<file path="config.mk">
export PLATFORM = sky130hd
export DESIGN_NAME = csr_timer
export DESIGN_NICKNAME = d
export VERILOG_FILES = /design/src/rtl/csr_timer.sv
export SDC_FILE = /design/constraint.sdc
export NUM_CORES = 1
export LEC_CHECK = 0
export CAP_MARGIN = 10
export CELL_PAD_IN_SITES_DETAIL_PLACEMENT = 1
export CELL_PAD_IN_SITES_GLOBAL_PLACEMENT = 1
export CORE_MARGIN = 8
export CORE_UTILIZATION = 31
export CTS_CLUSTER_DIAMETER = 80
export DETAILED_ROUTE_END_ITERATION = 8
export GPL_ROUTABILITY_DRIVEN = 0
export PLACE_DENSITY_LB_ADDON = 0.1
export SETUP_SLACK_MARGIN = 0.02
export SKIP_CTS_REPAIR_TIMING = 1
export SYNTH_ARGS = -nofsm -noshare
export SYNTH_HDL_FRONTEND = slang
export SYNTH_SLANG_ARGS = --single-unit
</file>
<file path="constraint.sdc">
create_clock -name clock -period 2.46 [get_ports clock]
set_input_delay 0.246 -clock clock [delete_from_list [all_inputs] [get_ports clock]]
set_output_delay 0.246 -clock clock [all_outputs]
set_load 0.02 [all_outputs]
</file>
<file path="src/rtl/csr_timer.sv">
// LoongArch CSR timer unit: TID/TCFG/TVAL registers, countdown timer and
// the 64-bit stable counter used by rdcntvl.w / rdcntvh.w / rdcntid.
module csr_timer #(
   parameter int          TIMER_N   = 32,
   parameter logic [31:0] TID_RESET = 32'h0
) (
   input  logic        clock,
   input  logic        reset,
   input  logic        csr_we,
   input  logic [13:0] csr_num,
   input  logic [31:0] csr_wmask,
   input  logic [31:0] csr_wvalue,
   input  logic [13:0] csr_rnum,
   output logic [31:0] csr_rvalue,
   output logic        csr_rhit,
   output logic [31:0] timer_cnt,
   output logic [63:0] stable_cnt,
   output logic [31:0] counter_id
);
   localparam logic [13:0] TID_ADDR   = 14'h40;
   localparam logic [13:0] TCFG_ADDR  = 14'h41;
   localparam logic [13:0] TVAL_ADDR  = 14'h42;
   // bits at and above TIMER_N are forced to 0, so they never hold state
   localparam logic [31:0] TCFG_MASK  = (TIMER_N >= 32) ? 32'hFFFF_FFFF
                                        : 32'((64'd1 << TIMER_N) - 64'd1);
   localparam logic [31:0] TIMER_IDLE = 32'hFFFF_FFFF;

   logic [31:0] tid;
   logic [31:0] tcfg;
   logic [31:0] tcfg_new;
   logic [31:0] timer_load;
   logic [31:0] timer_reload;
   logic        tid_we;
   logic        tcfg_we;

   assign tid_we       = csr_we && (csr_num == TID_ADDR);
   assign tcfg_we      = csr_we && (csr_num == TCFG_ADDR);
   assign tcfg_new     = ((csr_wmask & csr_wvalue) | (~csr_wmask & tcfg)) & TCFG_MASK;
   assign timer_load   = tcfg_new & ~32'h3;
   assign timer_reload = tcfg & ~32'h3;

   always_ff @(posedge clock) begin
      if (reset) begin
         tid        <= TID_RESET;
         tcfg       <= 32'h0;
         timer_cnt  <= TIMER_IDLE;
         stable_cnt <= 64'h0;
      end else begin
         stable_cnt <= stable_cnt + 64'd1;
         if (tid_we)
            tid <= (csr_wmask & csr_wvalue) | (~csr_wmask & tid);
         if (tcfg_we)
            tcfg <= tcfg_new;
         // a TCFG write owns the timer this cycle: load on En=1, freeze on En=0
         if (tcfg_we) begin
            if (tcfg_new[0])
               timer_cnt <= timer_load;
         end else if (tcfg[0] && (timer_cnt != TIMER_IDLE)) begin
            if ((timer_cnt == 32'h0) && tcfg[1])
               timer_cnt <= timer_reload;
            else
               timer_cnt <= timer_cnt - 32'd1;
         end
      end
   end

   assign counter_id = tid;

   always_comb begin
      csr_rvalue = 32'h0;
      csr_rhit   = 1'b0;
      case (csr_rnum)
         TID_ADDR: begin
            csr_rvalue = tid;
            csr_rhit   = 1'b1;
         end
         TCFG_ADDR: begin
            csr_rvalue = tcfg;
            csr_rhit   = 1'b1;
         end
         TVAL_ADDR: begin
            csr_rvalue = timer_cnt & TCFG_MASK;
            csr_rhit   = 1'b1;
         end
         default: ;
      endcase
   end
endmodule

</file>
==> impl_metrics.toml, run 1 <==
[synthesis]
synth_nets = 1289
synth-edff-count = 0
yosysWarnings = 0
ys_types = 61
yosys.area_share.adder_pct = 0.419
synth-xor-area-share_pct = 5.67
async_reset_ff_share_pct = 0
synth_simple_gate_area_share_pct = 30.4
yosysTopAreaCellShare_pct = 35.8
synth_top_area_cell = "dfxtp_1"
syn_inst = 1191
ys.flop_type = "dfxtp_1"
ys_ff_latch = 160
yosysSeqAreaShare_pct = 35.8
synth_area_sq_um = 8960
synthMuxAreaShare_pct = 5.70
syn_area_per_cell_sq_um = 7.52
synth_top_family_by_area = "simple AND/OR/NAND/NOR gates"
synth-compound-area-share_pct = 17.6
synth_area_leaders = "dfxtp_1 36%, nor2_1 7.3%, a21oi_1 7.1%, mux2i_1 5.7%, nand2_1 5.6%"

[drt]
drtAntennaViolNets = 0
vias = 10170
routedWlPerCell_um = 20.1
route.detailed.drc = 0
drtPass1Iterations = 4
post_drt_via_cell_ratio = 5.28
drt-initial-drc-count = 379
routed_wl_um = 38700

[floorplan]
die_w_um = 186
pin_count = 256
die_y_um = 186
rows = 62
initial_core_util_pct = 31.4
die-area_sq_um = 34600
core-area_sq_um = 28500

[timing]
slew-limit-headroom_pct = 56.3
fin_crit_sh_pct = 96.7
fin_crit_ns = 2.38
setup_violations = 0
finalHoldViolCount = 0
finClkSkew_ns = 0.0153
worst_slew_pin_slew_ns = 0.651
fmax_mhz = 420
rsz0062_at_grt = "yes"
drv_slew = 0

[clock_network]
cts_tree = "yes"
clock_sinks = 160
insertion_delay_ns = 0.43
cts_buffers = 17
cts-root-buf = "clkbuf_16"
clockBufferDepth = 2
htreeDepth = 4
clk_pin_slew_ns = 0.08

[setup_path]
r2r_end = "timer_cnt[12]"
worstReg2RegStart = "timer_cnt[13]"
cp-endpoint = "timer_cnt[22]"
worstRegToRegCells = 8
cp-startpoint = "csr_num[5]"
startpoint_type = "primary input"
critPathCaptureType = "flip-flop"
slowest_stage = "or4_4"
path_class = "in2reg"
critPathRequiredTime_ns = 2.78
critPathArrivalTime_ns = 2.70
cp_cell_sequence = "clkdlybuf4s50_1, or4_4, or4_4, a21oi_4, buf_6, nor2_4, buf_6, a211oi_1, o21ai_1"
critical_path.max_fanout = 8
reg2reg_setup_slack_ns = 0.12
max_stage_delay_ns = 0.63

[power_and_ir_drop]
power.leakage_nw = 5.43
ir_drop_mv = 0.376
power.density_nw_per_um2 = 432

[global_routing]
overflow = 0
grt_pass1_vias = 10734
grt_max_degree = 43
antenna_found_initial = 1
grt_pass1_wl_um = 60000
grt_usage_pct = 22.0

[place]
dpl_cell_area_sq_um = 12800
dp_hpwl_um = 29600
numPortBuffers = 255
placedCellCount = 1890

[layout]
drive_gt1_share_pct = 14.1
fin_nets = 1627
final_cells = 1927
final_design_area_no_fill_sq_um = 13700
areaGrowthSynthToFinish_pct = 53.3

[min_path]
min_path_type = "in2reg"

[run_status]
outcome = "complete, no violations"

[job]
cap_violations = 0
## Yosys cell counts (all sizes together), types with 3 or more instances
library cell / number
ha: 3
a41oi: 3
nand2: 133
a211oi: 8
o21a: 7
nand3b: 3
and4: 11
nand2b: 12
or2: 5
nor2b: 9
o211ai: 18
o22ai: 12
clkbuf: 63
o221ai: 3
nor3: 33
dfxtp: 160
nand4: 25
nand3: 79
xor2: 19
xnor2: 39
buf: 16
mux2i: 51
or4: 9
a211o: 4
and2: 4
o22a: 5
o31ai: 8
or3: 15
nor4: 30
and3: 10
a31oi: 5
inv: 17
o21ai: 50
a21oi: 128
nor2: 174
## layout by cell type, fill, tap and decap left out, types with 39 or more instances in the layout
cell	Yosys	final
a21oi_1	127	127
buf_4	1	127
clkdlybuf4s50_1	0	221
mux2i_1	51	51
nand2_1	133	132
dfxtp_1	160	158
xnor2_1	39	39
nand3_1	79	78
nor2_1	174	171
## routing by layer
metal	wire length, um	up-vias	share of wire, %	track usage, %
met5	13	-	0.034	0
met4	573	2	1.5	5.97
met3	2360	38	6.1	5.88
met2	20000	210	52	40.0
met1	15700	5019	41	24.8
li1	-	4901	-	-
## critical path: cells and delay by family
| kind | cells | cell delay [ns] |
|---|---|---|
| and+or+nand+nor | 3 | 1.26 |
| AOI/OAI and AO/OA | 3 | 0.46 |
| buffers and inverters | 3 | 0.71 |
## layout make-up
type / count / area (sq um)
fillers: 3489 / 14800
multi-input cells: 934 / 5500
repair buffers: 398 / 3850
flip-flops and latches: 160 / 3210
well taps: 384 / 480
clock buffers: 18 / 429
clock inverters: 14 / 189
inverters: 18 / 67.6
diodes: 1 / 2.50
## stage by stage
step                      util, %  hold WS, ns  setup slack, ns  power (W)  setup TNS (ns)
final                        48.1        0.232           0.0804    0.00593               0
after global placement       45.0        0.457           -0.413    0.00307          -16.67
after detailed placement     45.0        0.466           -0.418    0.00308          -18.48
after floorplan                 -        0.390           0.0331    0.00280               0
after global routing         48.1        0.252           0.0120    0.00617               0
after CTS                    47.2        0.224           -0.274    0.00600           -1.38
## worst min-delay path by stage
stage                   start             end  slack [ns]  depth (start not counted)
6_report                reset  stable_cnt[62]        0.23                          2
5_1_grt                 reset  stable_cnt[44]        0.25                          2
4_1_cts                 reset  stable_cnt[62]        0.22                          2
3_5_place_dp        flip-flop       flip-flop        0.47                          2
3_3_place_gp        flip-flop       flip-flop        0.46                          2
2_1_floorplan  csr_wvalue[31]       flip-flop        0.39                          2
## where the power goes
group	internal (W)	leakage [nW]	total (W)	switching [W]
registers	0.00259	1.29	0.00260	0.00000337
logic	0.000214	3.84	0.000424	0.000210
clock network	0.00164	0.297	0.00291	0.00128
total	0.00444	5.43	0.00593	0.00149
## cells by family after synthesis
logic type,after synthesis
XOR/XNOR,58
buffers and inverters,97
AO/OA/AOI/OAI,266
adder cells (fa/ha/maj),3
AND/OR/NAND/NOR,556
flip-flops,160
multiplexers,51
No activity file was read; power rests on OpenSTA's default activity.
==> run 2, diff against run 1 <==
--- a/config.mk
+++ b/config.mk
@@ -13,9 +13,8 @@
 export CTS_CLUSTER_DIAMETER = 80
 export DETAILED_ROUTE_END_ITERATION = 8
 export GPL_ROUTABILITY_DRIVEN = 0
-export PLACE_DENSITY_LB_ADDON = 0.1
+export PLACE_DENSITY_LB_ADDON = 0.12
 export SETUP_SLACK_MARGIN = 0.02
-export SKIP_CTS_REPAIR_TIMING = 1
 export SYNTH_ARGS = -nofsm -noshare
 export SYNTH_HDL_FRONTEND = slang
 export SYNTH_SLANG_ARGS = --single-unit
==> impl_metrics.toml, run 2 (synthesized netlist as in run 1, its figures left out) <==
[setup_path]
critPathArrivalTime_ns = 2.70
cp-startpoint = "csr_num[7]"
startpoint_type = "primary input"
critical_path.max_fanout = 6
critPathCaptureType = "flip-flop"
path_class = "in2reg"
worstRegToRegCells = 8
reg2reg_setup_slack_ns = 0.11
cp-endpoint = "timer_cnt[30]"
r2r_end = "timer_cnt[12]"
worstReg2RegStart = "timer_cnt[13]"
critPathRequiredTime_ns = 2.78

[layout]
fin_nets = 1614
final_design_area_no_fill_sq_um = 13600
drive_gt1_share_pct = 14.0
diodes = 0
layout_commonest_cell = "clkdlybuf4s50_1"
nFillCells = 3530
layout_common_cells = "223 x clkdlybuf4s50_1, 171 x nor2_1, 157 x dfxtp_1"
areaGrowthSynthToFinish_pct = 52.0

[clock_network]
clockBufferDepth = 2
insertion_delay_ns = 0.44
clk_pin_slew_ns = 0.07
htreeDepth = 4
cts_buffers = 17
cts_tree = "yes"
clock_sinks = 160
cts_hold_buf = 0
cts-root-buf = "clkbuf_16"

[global_routing]
grt_max_degree = 48
antenna_found_initial = 3
grt_usage_pct = 21.9
grt_pass1_vias = 10687
grt_pass1_wl_um = 59500
overflow = 0

[min_path]
hold_start = "reset"
min_path_type = "in2reg"

[timing]
holdWs_ns = 0.187
slew-limit-headroom_pct = 53.6
drv_slew = 0
fin_crit_ns = 2.38
setup_violations = 0
finalHoldViolCount = 0
setup_slack_ns = 0.0802
fmax_mhz = 420
rsz0062_at_grt = "yes"
worst_slew_pin_slew_ns = 0.695
finClkSkew_ns = 0.0145
fin_crit_sh_pct = 96.7

[place]
numPortBuffers = 255
pre_cts_ws_ns = -0.464
dp_hpwl_um = 29200
dpl_cell_area_sq_um = 12700

[drt]
routedWlPerCell_um = 20.2
route.detailed.drc = 0
vias = 10140
drt-initial-drc-count = 335
post_drt_via_cell_ratio = 5.30
drtAntennaViolNets = 0
drtPass1Iterations = 4
routed_wl_um = 38600

[power_and_ir_drop]
power.density_nw_per_um2 = 431
power.leakage_nw = 5.28
finalPower_w = 0.00586
ir_drop_mv = 0.416

[floorplan]
core-area_sq_um = 28500
die_y_um = 186
pin_count = 256
die_w_um = 186
initial_core_util_pct = 31.4
rows = 62
die-area_sq_um = 34600

[run_status]
outcome = "complete, no violations"

[job]
cap_violations = 0
==> run 2: changes by cell type in the layout (fill, tap and decap cells not counted), sizes merged <==
cell / previous run / this run
buf: 145 / 135
diode: 1 / 0
dlymetal6s2s: 32 / 25
clkinv: 2 / 3
inv: 25 / 27
bufinv: 3 / 2
dlygate4sd2: 0 / 2
clkinvlp: 2 / 0
clkdlybuf4s50: 221 / 223
==> run 2: report_power, final <==
group          internal (W)  switching, W
registers           0.00259    0.00000319
clock network       0.00157       0.00128
logic              0.000209      0.000208
==> run 2: critical path, stage by stage <==
cell,delay (ns)
clkdlybuf4s50_1,0.40
or4_4,0.57
or4_4,0.59
a21oi_4,0.18
or2_1,0.15
buf_4,0.16
o21ai_1,0.09
a211o_1,0.30
==> run 2: area by class of cell <==
cell class                 instances  area (sq um)  area share, %
multi-input combinational        934          5550           40.7
timing repair buffer             385          3710           27.2
sequential                       160          3210           23.6
tap                              384           480           3.53
clock buffer                      18           439           3.23
clock inverter                    14           168           1.23
inverter                          18          67.6          0.496
==> run 2: repair_timing <==
action,4_1_cts,5_1_grt
gates resized for setup,14,50
buffers inserted,0,3
gates cloned,0,0
endpoints found under the setup margin,17,51
pin swaps,2,6
==> run 2: routing by layer <==
layer	routed length, um	track usage, %	vias up
met5	36	0	-
met4	805	7.18	6
met3	2240	5.56	55
met2	19400	39.6	235
met1	16200	24.6	4957
li1	-	-	4887
==> run 2: worst min-delay path by stage <==
stage / depth (start not counted) / to
after global routing: 2 / flip-flop
final: 2 / tcfg[8]
after CTS: 2 / flip-flop
after detailed placement: 2 / flip-flop
after floorplan: 2 / flip-flop
after global placement: 2 / flip-flop
==> run 2: metrics by stage <==
| stage | setup TNS [ns] | instances | util [%] |
|---|---|---|---|
| 3_3_place_gp | -14.60 | 1878 | 44.6 |
| 6_report | 0 | 1913 | 47.7 |
| 5_1_grt | 0 | 1913 | 47.7 |
| 4_1_cts | 0 | 1910 | 46.9 |
| 2_1_floorplan | 0 | 1191 | - |
| 3_5_place_dp | -17.50 | 1878 | 44.6 |
